$ cat src/rtl/store_pkg.sv
// -----------------------------------------------------------------------------
// store_pkg
// Purpose : shared definitions for the store access unit. Holds the FSM state
//           enum, the store-width function3 codes and small decode helpers.
// Ports   : none (package).
// -----------------------------------------------------------------------------
package store_pkg;

   typedef enum logic [1:0] {
      ST_IDLE  = 2'd0,
      ST_READ  = 2'd1,
      ST_WRITE = 2'd2,
      ST_ERROR = 2'd3
   } state_t;

   localparam logic [2:0] F3_SB = 3'b000;
   localparam logic [2:0] F3_SH = 3'b001;
   localparam logic [2:0] F3_SW = 3'b010;

   // Only byte, half and word stores exist; every other encoding is rejected.
   function automatic logic f3_is_valid(input logic [2:0] f3);
      return (f3 == F3_SB) || (f3 == F3_SH) || (f3 == F3_SW);
   endfunction

   // Natural alignment: halves on even bytes, words on word boundaries.
   function automatic logic is_misaligned(input logic [2:0] f3, input logic [1:0] off);
      return ((f3 == F3_SH) && off[0]) || ((f3 == F3_SW) && (off != 2'b00));
   endfunction

endpackage

$ cat src/rtl/store_merge.sv
// -----------------------------------------------------------------------------
// store_merge
// Purpose : combinational byte-lane replacement for read-modify-write stores.
// Ports   : i_old_word  - word read back from memory
//           i_wdata     - LSB-justified store data
//           i_function3 - store width (F3_SB / F3_SH / F3_SW)
//           i_offset    - byte offset within the word (addr[1:0])
//           o_merged    - word to write back
// -----------------------------------------------------------------------------
module store_merge
   import store_pkg::*;
(
   input  logic [31:0] i_old_word,
   input  logic [31:0] i_wdata,
   input  logic [2:0]  i_function3,
   input  logic [1:0]  i_offset,
   output logic [31:0] o_merged
);

   genvar gi;
   generate
      for (gi = 0; gi < 4; gi++) begin : g_lane
         logic       w_sel;
         logic [7:0] w_src;

         // Each lane decides independently whether it is overwritten and
         // which byte of the store data lands in it.
         always_comb begin
            w_sel = 1'b0;
            w_src = i_wdata[8*gi +: 8];
            case (i_function3)
               F3_SB: begin
                  w_sel = (i_offset == 2'(gi));
                  w_src = i_wdata[7:0];
               end
               F3_SH: begin
                  // Half-word occupies lanes {addr[1],0} and {addr[1],1};
                  // addr[0] is deliberately ignored here.
                  w_sel = (i_offset[1] == 1'(gi / 2));
                  w_src = i_wdata[8*(gi % 2) +: 8];
               end
               F3_SW: begin
                  w_sel = 1'b1;
                  w_src = i_wdata[8*gi +: 8];
               end
               default: begin
                  w_sel = 1'b0;
               end
            endcase
         end

         assign o_merged[8*gi +: 8] = w_sel ? w_src : i_old_word[8*gi +: 8];
      end
   endgenerate

endmodule

$ cat src/rtl/store_access_unit.sv
// -----------------------------------------------------------------------------
// store_access_unit
// Purpose : executes sb/sh/sw stores against a word-wide memory. Word stores
//           write directly; byte/half stores read the word first and write
//           back the merged result. Illegal requests produce a one-cycle err.
// Config  : define STORE_MISALIGN_TRAP_EN to reject misaligned sh/sw; when it
//           is undefined the low address bits are simply ignored.
// Ports   : clk, rst (sync, active-high)
//           req_valid/req_ready      - request handshake
//           function3, addr, wdata   - store request
//           mem_addr, mem_rd_en, mem_rdata, mem_wr_en, mem_wdata - memory port
//           done, err                - one-cycle completion / reject pulses
// -----------------------------------------------------------------------------
module store_access_unit
   import store_pkg::*;
#(
   parameter int ADDR_WIDTH = 32
) (
   input  logic                  clk,
   input  logic                  rst,
   input  logic                  req_valid,
   output logic                  req_ready,
   input  logic [2:0]            function3,
   input  logic [ADDR_WIDTH-1:0] addr,
   input  logic [31:0]           wdata,
   output logic [ADDR_WIDTH-1:0] mem_addr,
   output logic                  mem_rd_en,
   input  logic [31:0]           mem_rdata,
   output logic                  mem_wr_en,
   output logic [31:0]           mem_wdata,
   output logic                  done,
   output logic                  err
);

   state_t                r_state;
   logic [2:0]            r_f3;
   logic [ADDR_WIDTH-1:0] r_addr;
   logic [31:0]           r_wdata;
   logic                  r_rd_en;
   logic                  r_wr_en;
   logic                  r_done;
   logic                  r_err;

   logic                  w_accept;
   logic                  w_reject;
   logic [31:0]           w_merged;

   assign w_accept = req_valid && (r_state == ST_IDLE);

`ifdef STORE_MISALIGN_TRAP_EN
   assign w_reject = !f3_is_valid(function3) || is_misaligned(function3, addr[1:0]);
`else
   assign w_reject = !f3_is_valid(function3);
`endif

   always_ff @(posedge clk) begin
      if (rst) begin
         r_state <= ST_IDLE;
         r_f3    <= '0;
         r_addr  <= '0;
         r_wdata <= '0;
         r_rd_en <= 1'b0;
         r_wr_en <= 1'b0;
         r_done  <= 1'b0;
         r_err   <= 1'b0;
      end else begin
         // Strobes are single-cycle unless the next state re-asserts them.
         r_rd_en <= 1'b0;
         r_wr_en <= 1'b0;
         r_done  <= 1'b0;
         r_err   <= 1'b0;
         case (r_state)
            ST_IDLE: begin
               if (w_accept) begin
                  r_f3    <= function3;
                  r_addr  <= addr;
                  r_wdata <= wdata;
                  if (w_reject) begin
                     r_state <= ST_ERROR;
                     r_err   <= 1'b1;
                  end else if (function3 == F3_SW) begin
                     r_state <= ST_WRITE;
                     r_wr_en <= 1'b1;
                     r_done  <= 1'b1;
                  end else begin
                     r_state <= ST_READ;
                     r_rd_en <= 1'b1;
                  end
               end
            end
            ST_READ: begin
               r_state <= ST_WRITE;
               r_wr_en <= 1'b1;
               r_done  <= 1'b1;
            end
            ST_WRITE: begin
               r_state <= ST_IDLE;
            end
            ST_ERROR: begin
               r_state <= ST_IDLE;
            end
         endcase
      end
   end

   // Old word arrives on mem_rdata during WRITE, so the merge is combinational
   // on the live read data rather than a registered copy.
   store_merge u_merge (
      .i_old_word  (mem_rdata),
      .i_wdata     (r_wdata),
      .i_function3 (r_f3),
      .i_offset    (r_addr[1:0]),
      .o_merged    (w_merged)
   );

   // Reset overrides the registered outputs combinationally so that a store
   // caught in READ/WRITE never strobes memory during the reset cycle.
   assign req_ready = (r_state == ST_IDLE) || rst;
   assign mem_rd_en = r_rd_en && !rst;
   assign mem_wr_en = r_wr_en && !rst;
   assign done      = r_done && !rst;
   assign err       = r_err && !rst;
   assign mem_wdata = (r_wr_en && !rst) ? w_merged : 32'h0;

   // In IDLE the address tracks the incoming request so it is already valid
   // in the acceptance cycle; afterwards the captured copy holds it stable.
   always_comb begin
      mem_addr = '0;
      if (!rst) begin
         if (r_state == ST_IDLE) begin
            mem_addr = {addr[ADDR_WIDTH-1:2], 2'b00};
         end else begin
            mem_addr = {r_addr[ADDR_WIDTH-1:2], 2'b00};
         end
      end
   end

endmodule

$ cat config.mk
export PLATFORM = sky130hd
export DESIGN_NAME = store_access_unit
export DESIGN_NICKNAME = d
export VERILOG_FILES = /design/src/rtl/store_pkg.sv /design/src/rtl/store_merge.sv /design/src/rtl/store_access_unit.sv
export SDC_FILE = /design/constraint.sdc
export NUM_CORES = 1
export LEC_CHECK = 0
export CAP_MARGIN = 20
export CORE_ASPECT_RATIO = 0.6
export CORE_MARGIN = 4
export CORE_UTILIZATION = 43
export DETAILED_ROUTE_END_ITERATION = 6
export GPL_ROUTABILITY_DRIVEN = 0
export PLACE_DENSITY = 0.78
export SLEW_MARGIN = 30
export SYNTH_ARGS = -nofsm -noshare
export SYNTH_HDL_FRONTEND = slang
export SYNTH_SLANG_ARGS = --single-unit
export TNS_END_PERCENT = 1
$ cat constraint.sdc
create_clock -name clk -period 2 [get_ports clk]
set_clock_uncertainty 0.15 [all_clocks]
set_input_delay 0.4 -clock clk [delete_from_list [all_inputs] [get_ports clk]]
set_output_delay 0.4 -clock clk [all_outputs]
set_load 0.03 [all_outputs]
==> impl_metrics.ini, run 1 <==
[cts]
htreeDepth = 3
ctsLongestPathBuffers = 2
clk_pin_slew_worst_paths_ps = 60
cts_made_buffers = 9
post_cts_buffers = 0
cts_tree = built
cts_root_buf = clkbuf_16
cts.sinks = 72
clock_latency_ps = 340
cts_hold_buf = 0

[placement]
place_area_um2 = 5770
pre_cts_ws_ps = -70.9
dp_hpwl_um = 9720
numPortBuffers = 168
dp_cells = 823

[sta]
setup_viol = 59
hold-worst-slack_ps = 304
fin_ws_ps = -346
fmax_ghz = 0.426
slew_viol_final = 0
period_needed_ps = 2350
rsz0062_at_grt = true
post-route-period-util = 1.17
hold_violations = 0
tns_ps = -9570

[global_routing]
grt_pass1_wl_um = 21300
antenna_found_initial = 0
grt.overflow.total = 0
first_global_vias = 4213
grt.total_usage = 0.248
grt_max_degree = 106

[floorplanning]
core_um2 = 8690
std_cell_rows = 26
die_w_um = 131
die_area_um2 = 10700
initial_utilization = 0.450
io_pins = 171
dieHeight_um = 81.9

[cells_and_area]
instances_no_fill = 839
syn2layout_area_growth_pct = 62.6
postLayoutCoreUtil = 0.732
multi_input_area_um2 = 2390
fill_cells = 670
num_antenna_cells = 0
seq_area_um2 = 1450
final_common_cell = nand2_1
final_cell_mix = nand2_1, a21oi_1, clkdlybuf4s50_1
drive_gt1_frac = 0.248
final_cell_area_um2 = 6360
nNetsFinal = 824

[yosys]
ys_seq_elements = 72
avgSynthCellArea_um2 = 6.97
yosysSeqAreaShare = 0.369
synth.distinct_cells = 33
yosys_warnings = 0
syn_inst = 561
synth_top_area_share = 0.369
synth_largest_area_cell = dfxtp_1
syn_area_um2 = 3910
synth_area_leaders = dfxtp_1, nand2_1, a21oi_1, mux2i_1, clkbuf_1

[critical_path]
crit_path_end_kind = output pin
r2r_cells = 6
setup.worst_path.class = reg -> out
crit_fanout = 9
r2r-start = r_state[1]
required_ps = 1450
crit_chain = nand2b_4, a21o_2, and2_4, a211oi_4, buf_6
startpoint_type = flip-flop
reg2reg_slack_ps = 370
critPathArrivalTime_ps = 1800
slowest_delay_ps = 370
rr_endpoint = r_addr[3]
critPathSlowestCell = dfxtp_4

[min_path]
min_path_cells = 2
min_path_type = reg -> reg
hp-start = r_addr[25]
min_to = r_addr[25]

[routing]
dr.pass1.iters = 5
routedWlPerCell_um = 16.3
drc = 0
wirelength_um = 13700
vias = 4459
ant_nets = 0
detail_route.iter0.violations = 383
avgViaCountPerCell = 5.31

[power]
switchingPower_mw = 1.38
cellPowerDensity_nw_per_um2 = 738
p_comb_frac = 0.267
p_clk_frac = 0.392
ir_worst_vdd_mv = 0.486
pwr-share-seq = 0.342
internal_power_mw = 3.31
swShare = 0.294
leakagePower_nw = 2.49
total_power_mw = 4.69

[outcome]
status = finished, violations left
violations = setup timing

[job]
drv_cap = 0
## logic make-up after synthesis
group,Yosys count,share of synthesized area
DFF,72,0.369
muxes,24,0.0614
buffers and inverters,54,0.0742
AOI/OAI and AO/OA,173,0.252
and+or+nand+nor,237,0.242
other,1,0.000959
## cells in the mapped netlist (all sizes together)
master,number
nor2,10
nor2b,2
or3,1
a211oi,8
dfxtp,72
nand2b,3
nand3,8
a21o,3
conb,1
a21oi,135
buf,24
and2,2
nor3,5
clkbuf,27
or2,2
inv,3
o21bai,1
nor3b,1
mux2i,24
a211o,8
o21a,1
nand2,203
o21ai,17
## area by class of cell
type	count	area share
multi-input cells	436	0.376
well taps	112	0.0220
inverters	3	0.00177
flip-flops and latches	72	0.228
clock inverters	7	0.0189
repair buffers	200	0.317
clock buffers	9	0.0354
## flip-flops by register name, indices dropped and copies added, names as in the netlist
register and flops:
r_addr 32, r_wdata 32, r_f3 3, r_err 1
r_state 2, r_rd_en 1, r_done 1
## metal layers
layer / part of all wire / track usage
met1: 0.47 / 0.343
met2: 0.43 / 0.367
met3: 0.084 / 0.0753
met4: 0.015 / 0.0912
met5: 0 / 0
## worst max-delay path by stage
stage | from | endpoint | slack, ps | depth (start not counted)
floorplan | rst | mem_wdata[24] | -140 | 5
global placement | r_f3[0] | mem_wdata[18] | -20 | 5
detailed placement | r_f3[0] | mem_wdata[23] | -70 | 5
CTS | r_f3[0] | mem_wdata[29] | -340 | 7
global route | r_f3[0] | mem_wdata[29] | -400 | 7
finish | r_f3[0] | mem_wdata[23] | -350 | 5
## timing repair
item                       in CTS  in global routing
pin swaps                      42                  5
resized for setup              52                 23
setup endpoints to repair      63                 62
gates cloned                    0                  0
## power groups by stage
stage	combinational [mW]	clock (mW)	sequential, mW
detailed placement	1.18	0	1.63
CTS	1.23	1.86	1.60
global route	1.35	1.93	1.61
finish	1.25	1.84	1.60
global placement	1.16	0	1.62
floorplan	0.695	0	1.60
## critical path, delay by kind of cell (launching register included)
kind	cells	cell delay [ps]
DFF	1	370
buffers and inverters	1	160
and+or+nand+nor	2	390
AOI/OAI and AO/OA	2	530
Power figures use the tool's default switching activity.
==> inputs of run 2 (changes only) <==
--- a/config.mk
+++ b/config.mk
@@ -5,13 +5,14 @@
 export SDC_FILE = /design/constraint.sdc
 export NUM_CORES = 1
 export LEC_CHECK = 0
+export ABC_AREA = 1
 export CAP_MARGIN = 20
 export CORE_ASPECT_RATIO = 0.6
 export CORE_MARGIN = 4
-export CORE_UTILIZATION = 43
+export CORE_UTILIZATION = 46
 export DETAILED_ROUTE_END_ITERATION = 6
 export GPL_ROUTABILITY_DRIVEN = 0
-export PLACE_DENSITY = 0.78
+export PLACE_DENSITY = 0.82
 export SLEW_MARGIN = 30
 export SYNTH_ARGS = -nofsm -noshare
 export SYNTH_HDL_FRONTEND = slang
==> constraint.sdc (replaced) <==
create_clock -name clk -period 2.74 [get_ports clk]
set_clock_uncertainty 0.15 [all_clocks]
set_input_delay 0.548 -clock clk [delete_from_list [all_inputs] [get_ports clk]]
set_output_delay 0.548 -clock clk [all_outputs]
set_load 0.03 [all_outputs]
==> run 2 against run 1 <==
The run now ends clean. Register-to-register slack better by 320 ps. Non-clock buffer count down 21. Core utilization down 0.56 points. Via count up 5.3%. Sequential share of layout area up 1.6 points. Total power down 26%. Flip-flop and latch count unchanged. Clock power down 29%. Synthesized cell count up 12%. Critical path type unchanged. Critical endpoint is now mem_wdata[16]. Largest cell class unchanged.
==> impl_metrics.ini, run 2 <==
[outcome]
status = complete, no violations

[global_routing]
grt.overflow.total = 0
grt.total_usage = 0.258
grt_pass1_wl_um = 21200
grt_max_degree = 86
antenna_found_initial = 0
first_global_vias = 4324

[cts]
cts_root_buf = clkbuf_16
clk_pin_slew_worst_paths_ps = 60
clock_latency_ps = 330
cts_tree = built
cts.sinks = 72
ctsLongestPathBuffers = 2
cts_hold_buf = 0
post_cts_buffers = 0
htreeDepth = 3
cts_made_buffers = 9

[critical_path]
crit_cells = 8
setup.worst_path.class = reg -> out
path_buf_inv = 3
critPathSlowestCell = dfxtp_2
crit_chain = inv_2, nand2_2, buf_4, nand3_1, nand2_1, nand2_1, a21oi_1, buf_4
slowest_delay_ps = 400
critPathTopFamily = buffers and inverters
r2r_cells = 6
crit_path_end_kind = output pin
startpoint_type = flip-flop
critPathArrivalTime_ps = 1980
crit_fanout = 17
required_ps = 2040

[sta]
hold_violations = 0
slew_viol_final = 0
rsz0062_at_grt = true
fmax_ghz = 0.373
post-route-period-util = 0.978
tightestPinTransition_ps = 533
period_needed_ps = 2680
setup_viol = 0
tns_ps = 0
slew_headroom = 0.645

[power]
leakagePower_nw = 2.74
cellPowerDensity_nw_per_um2 = 589
internal_power_mw = 2.35
ir_worst_vdd_mv = 0.334
p_comb_frac = 0.274
p_clk_frac = 0.377
pwr-share-seq = 0.349
swShare = 0.324
switchingPower_mw = 1.13

[yosys]
synth_largest_area_cell = dfxtp_1
synth-edff-count = 0
synth_most_common_cell = nor2_1
async_reset_ff_frac = 0
synth.distinct_cells = 25
syn_inst = 629
synth_top_family_by_area = simple AND/OR/NAND/NOR gates
yosysSeqAreaShare = 0.362
avgSynthCellArea_um2 = 6.34
synth-compound-area-share = 0.187
yosys_warnings = 0
synth-simple-area-share = 0.341
synth_fa_ha_area_frac = 0
syn_area_um2 = 3990
synth_xor_area_frac = 0
synthMuxAreaShare = 0
ys_top_cells_by_count = nor2_1, o21ai_0, nand2_1
ys_seq_elements = 72
synth_top_area_share = 0.362
synth_area_leaders = dfxtp_1, nor2_1, o21ai_0, nand2_1, inv_1
ys.flop_type = dfxtp_1

[cells_and_area]
fill_cells = 650
instances_no_fill = 892
final_common_cell = nor2_1
drive_gt1_frac = 0.152
nNetsFinal = 881
seq_area_um2 = 1440
num_antenna_cells = 0
final_cell_area_um2 = 5910
top_regs = r_addr: 32 flops, r_wdata: 32 flops, r_f3: 3 flops
syn2layout_area_growth_pct = 48.2
final_cell_mix = nor2_1, clkdlybuf4s50_1, o21ai_0
postLayoutCoreUtil = 0.726
multi_input_area_um2 = 2120

[routing]
highest_layer = met4
drt-met1-wl_um = 6040
drc = 0
ant_nets = 0
detail_route.iter0.violations = 369
met2_length_um = 5760
routedWlPerCell_um = 15.1
avgViaCountPerCell = 5.26
dr.pass1.iters = 5
vias = 4695
dr_wl_met3_um = 1500
wirelength_um = 13500

[floorplanning]
die_w_um = 128
core_um2 = 8130
die_area_um2 = 10300
dieHeight_um = 80.1
io_pins = 171
initial_utilization = 0.490
std_cell_rows = 25

[min_path]
min_path_type = reg -> reg
min_path_cells = 2

[placement]
numPortBuffers = 168
dp_cells = 876
dp_hpwl_um = 10000
place_area_um2 = 5560

[job]
drv_cap = 0
==> run 2: cell types whose count changed after synthesis, sizes merged, moves of 3 or more <==
cell,delta
inv,+56
nor2,+146
mux2i,-24
nand2,-109
nand3,+37
nand4,+14
o21ai,+79
nor3,-5
nand2b,-3
a211o,-8
clkbuf,-8
a21oi,-103
a211oi,+6
a21o,-3
==> run 2: what timing repair did <==
action	4_1_cts	5_1_grt
endpoints found under the hold margin	0	0
gates resized for setup	0	5
endpoints found under the setup margin	0	23
==> run 2: worst paths after layout <==
check	to	slack, ps	startpoint
setup / recovery	mem_wdata[16]	60	r_f3[1]
hold / removal	r_addr[9]	340	r_addr[9]
setup reg to reg	r_addr[11]	690	r_state[1]
hold reg to reg	r_addr[9]	340	r_addr[9]
==> run 2: worst min-delay path, cell delays in order (launching register included) <==
cell and delay [ps]:
dfxtp_1 330, nand3_1 70, o21ai_0 60
==> run 2: cell families after synthesis <==
group	Yosys count
AO/OA/AOI/OAI	142
flip-flops	72
other	1
AND/OR/NAND/NOR	313
buffers and inverters	101
==> run 2: final cells by class <==
cell class,instances,area share
inverter,60,0.0381
tap,108,0.0229
sequential,72,0.244
clock inverter,6,0.0165
multi-input combinational,457,0.359
clock buffer,10,0.0405
timing repair buffer,179,0.279
==> run 2: through the flow <==
stage / hold WS [ps] / worst slack (ps) / power [mW]
floorplan: 304 / 290 / 1.80
global placement: 314 / 197 / 2.14
detailed placement: 324 / 146 / 2.16
CTS: 339 / 29.3 / 3.46
global route: 366 / -55.5 / 3.65
finish: 337 / 60.5 / 3.48
==> run 2: power groups by stage <==
stage / Sequential [mW] / Combinational [mW] / Clock (mW)
2_1_floorplan: 1.20 / 0.600 / 0
3_3_place_gp: 1.22 / 0.914 / 0
3_5_place_dp: 1.23 / 0.933 / 0
4_1_cts: 1.21 / 0.941 / 1.31
5_1_grt: 1.22 / 1.05 / 1.38
6_report: 1.21 / 0.953 / 1.31
==> run 2: metal layers <==
layer / vias up / GRT usage
li1: 2333 / -
met1: 2106 / 0.350
met2: 237 / 0.398
met3: 19 / 0.0890
met4: 0 / 0.0477
met5: - / 0
==> inputs of run 3 (changes only) <==
--- a/config.mk
+++ b/config.mk
@@ -7,12 +7,14 @@
 export LEC_CHECK = 0
 export ABC_AREA = 1
 export CAP_MARGIN = 20
+export CELL_PAD_IN_SITES_DETAIL_PLACEMENT = 0
+export CELL_PAD_IN_SITES_GLOBAL_PLACEMENT = 1
 export CORE_ASPECT_RATIO = 0.6
 export CORE_MARGIN = 4
-export CORE_UTILIZATION = 46
+export CORE_UTILIZATION = 31
 export DETAILED_ROUTE_END_ITERATION = 6
 export GPL_ROUTABILITY_DRIVEN = 0
-export PLACE_DENSITY = 0.82
+export PLACE_DENSITY = 0.83
 export SLEW_MARGIN = 30
 export SYNTH_ARGS = -nofsm -noshare
 export SYNTH_HDL_FRONTEND = slang
==> run 3 against run 2 <==
Combinational power fell by 1%. Worst setup slack improved by 99 ps. Design area rose by 0.95%. First-iteration DRC count fell by 38%. Wire length fell by 0.76%. Flip-flop and latch count did not move. Register-to-register slack improved by 80 ps. Fmax rose by 3.8%. Via count fell by 4.7%. Cell count rose by 6.5%. Sequential power barely moved. Sequential share of layout area fell by 0.23 points. Highest routed layer unchanged.
==> impl_metrics.ini, run 3 (synthesis gave the netlist of run 2 again) <==
[cells_and_area]
nNetsFinal = 882
final_common_cell = nor2_1
final_cell_area_um2 = 5960
final_cell_mix = nor2_1, clkdlybuf4s50_1, o21ai_0
instances_no_fill = 950
num_antenna_cells = 0
drive_gt1_frac = 0.153
syn2layout_area_growth_pct = 49.6
top_regs = r_addr: 32 flops, r_wdata: 32 flops, r_f3: 3 flops

[routing]
avgViaCountPerCell = 4.71
dr.pass1.iters = 4
ant_nets = 0
routedWlPerCell_um = 14.1
drc = 0
detail_route.iter0.violations = 229
wirelength_um = 13400
vias = 4474

[cts]
cts_root_buf = clkbuf_16
clk_pin_slew_worst_paths_ps = 60
cts_tree = built
htreeDepth = 3
clock_latency_ps = 320
cts_made_buffers = 9
cts_hold_buf = 0
ctsLongestPathBuffers = 2
cts.sinks = 72

[global_routing]
antenna_found_initial = 0
first_global_vias = 4285
grt_max_degree = 46
grt_pass1_wl_um = 21700
grt.overflow.total = 0
grt.total_usage = 0.179

[sta]
slew_viol_final = 0
setup_viol = 0
post-route-period-util = 0.942
fmax_ghz = 0.387
fin_ws_ps = 159
rsz0062_at_grt = false
tns_ps = 0
hold_violations = 0
period_needed_ps = 2580

[floorplanning]
dieHeight_um = 95.8
die_area_um2 = 14800
io_pins = 171
core_um2 = 12300
std_cell_rows = 31
initial_utilization = 0.324
die_w_um = 154

[outcome]
status = complete, no violations

[min_path]
min_path_type = reg -> reg

[critical_path]
crit_fanout = 10
crit_path_end_kind = output pin
setup.worst_path.class = reg -> out
required_ps = 2040
critPathArrivalTime_ps = 1880
startpoint_type = flip-flop

[placement]
place_area_um2 = 5630
dp_hpwl_um = 10500
numPortBuffers = 168
pre_cts_ws_ps = 95.0
dp_cells = 933

[power]
leakagePower_nw = 2.71
swShare = 0.330
p_clk_frac = 0.353
internal_power_mw = 2.23
cellPowerDensity_nw_per_um2 = 558
ir_worst_vdd_mv = 0.365
p_comb_frac = 0.283
switchingPower_mw = 1.10
pwr-share-seq = 0.364

[job]
drv_cap = 0
-- run 3: path summary, 6_finish.rpt --
| path | from | slack, ps | depth (start not counted) | end |
|---|---|---|---|---|
| hold reg to reg | r_wdata[18] | 340 | 2 | r_wdata[18] |
| setup / recovery | r_f3[0] | 160 | 10 | mem_wdata[8] |
| setup reg to reg | r_state[1] | 770 | 7 | r_f3[0] |
| hold / removal | r_wdata[18] | 340 | 2 | r_wdata[18] |
-- run 3: what timing repair did --
item / CTS / global route
setup endpoints to repair: 0 / 24
endpoints found under the hold margin: 0 / 0
buffers inserted: 0 / 1
gates resized for setup: 0 / 7
-- run 3: routing by layer --
layer | vias to the layer above | wire length, um | GRT usage
met1 | 1967 | 6880 | 0.265
met5 | - | 0 | 0
met3 | 8 | 1140 | 0.0539
met2 | 156 | 5220 | 0.257
li1 | 2343 | - | -
met4 | 0 | 111 | 0.0345
-- run 3: area by class of cell --
cell class              count  area (um2)
repair buffers            180        1650
flip-flops and latches     72        1440
well taps                 165         206
clock inverters             7        78.8
fillers                  1264        6330
inverters                  60         225
multi-input cells         457        2130
clock buffers               9         225
-- run 3: stage by stage --
step           power (mW)  hold slack (ps)   util
2_1_floorplan        1.80              304      -
5_1_grt              3.53              357  0.485
3_3_place_gp         2.15              314  0.458
3_5_place_dp         2.16              324  0.458
6_report             3.33              336  0.485
4_1_cts              3.36              340  0.483
-- run 3: critical path, stage by stage (launching register included) --
cell	delay, ps
dfxtp_2	360
nor2_4	240
nand2_4	140
inv_2	130
nand2_1	90
nand2_1	80
inv_1	40
nand2_1	70
inv_1	60
nor2_1	200
buf_12	150
-- run 3: power by group through the flow --
stage / Combinational (mW) / Sequential, mW / Clock (mW)
floorplan: 0.600 / 1.20 / 0
global placement: 0.928 / 1.23 / 0
detailed placement: 0.934 / 1.23 / 0
CTS: 0.938 / 1.21 / 1.21
global route: 1.05 / 1.22 / 1.26
finish: 0.942 / 1.21 / 1.18
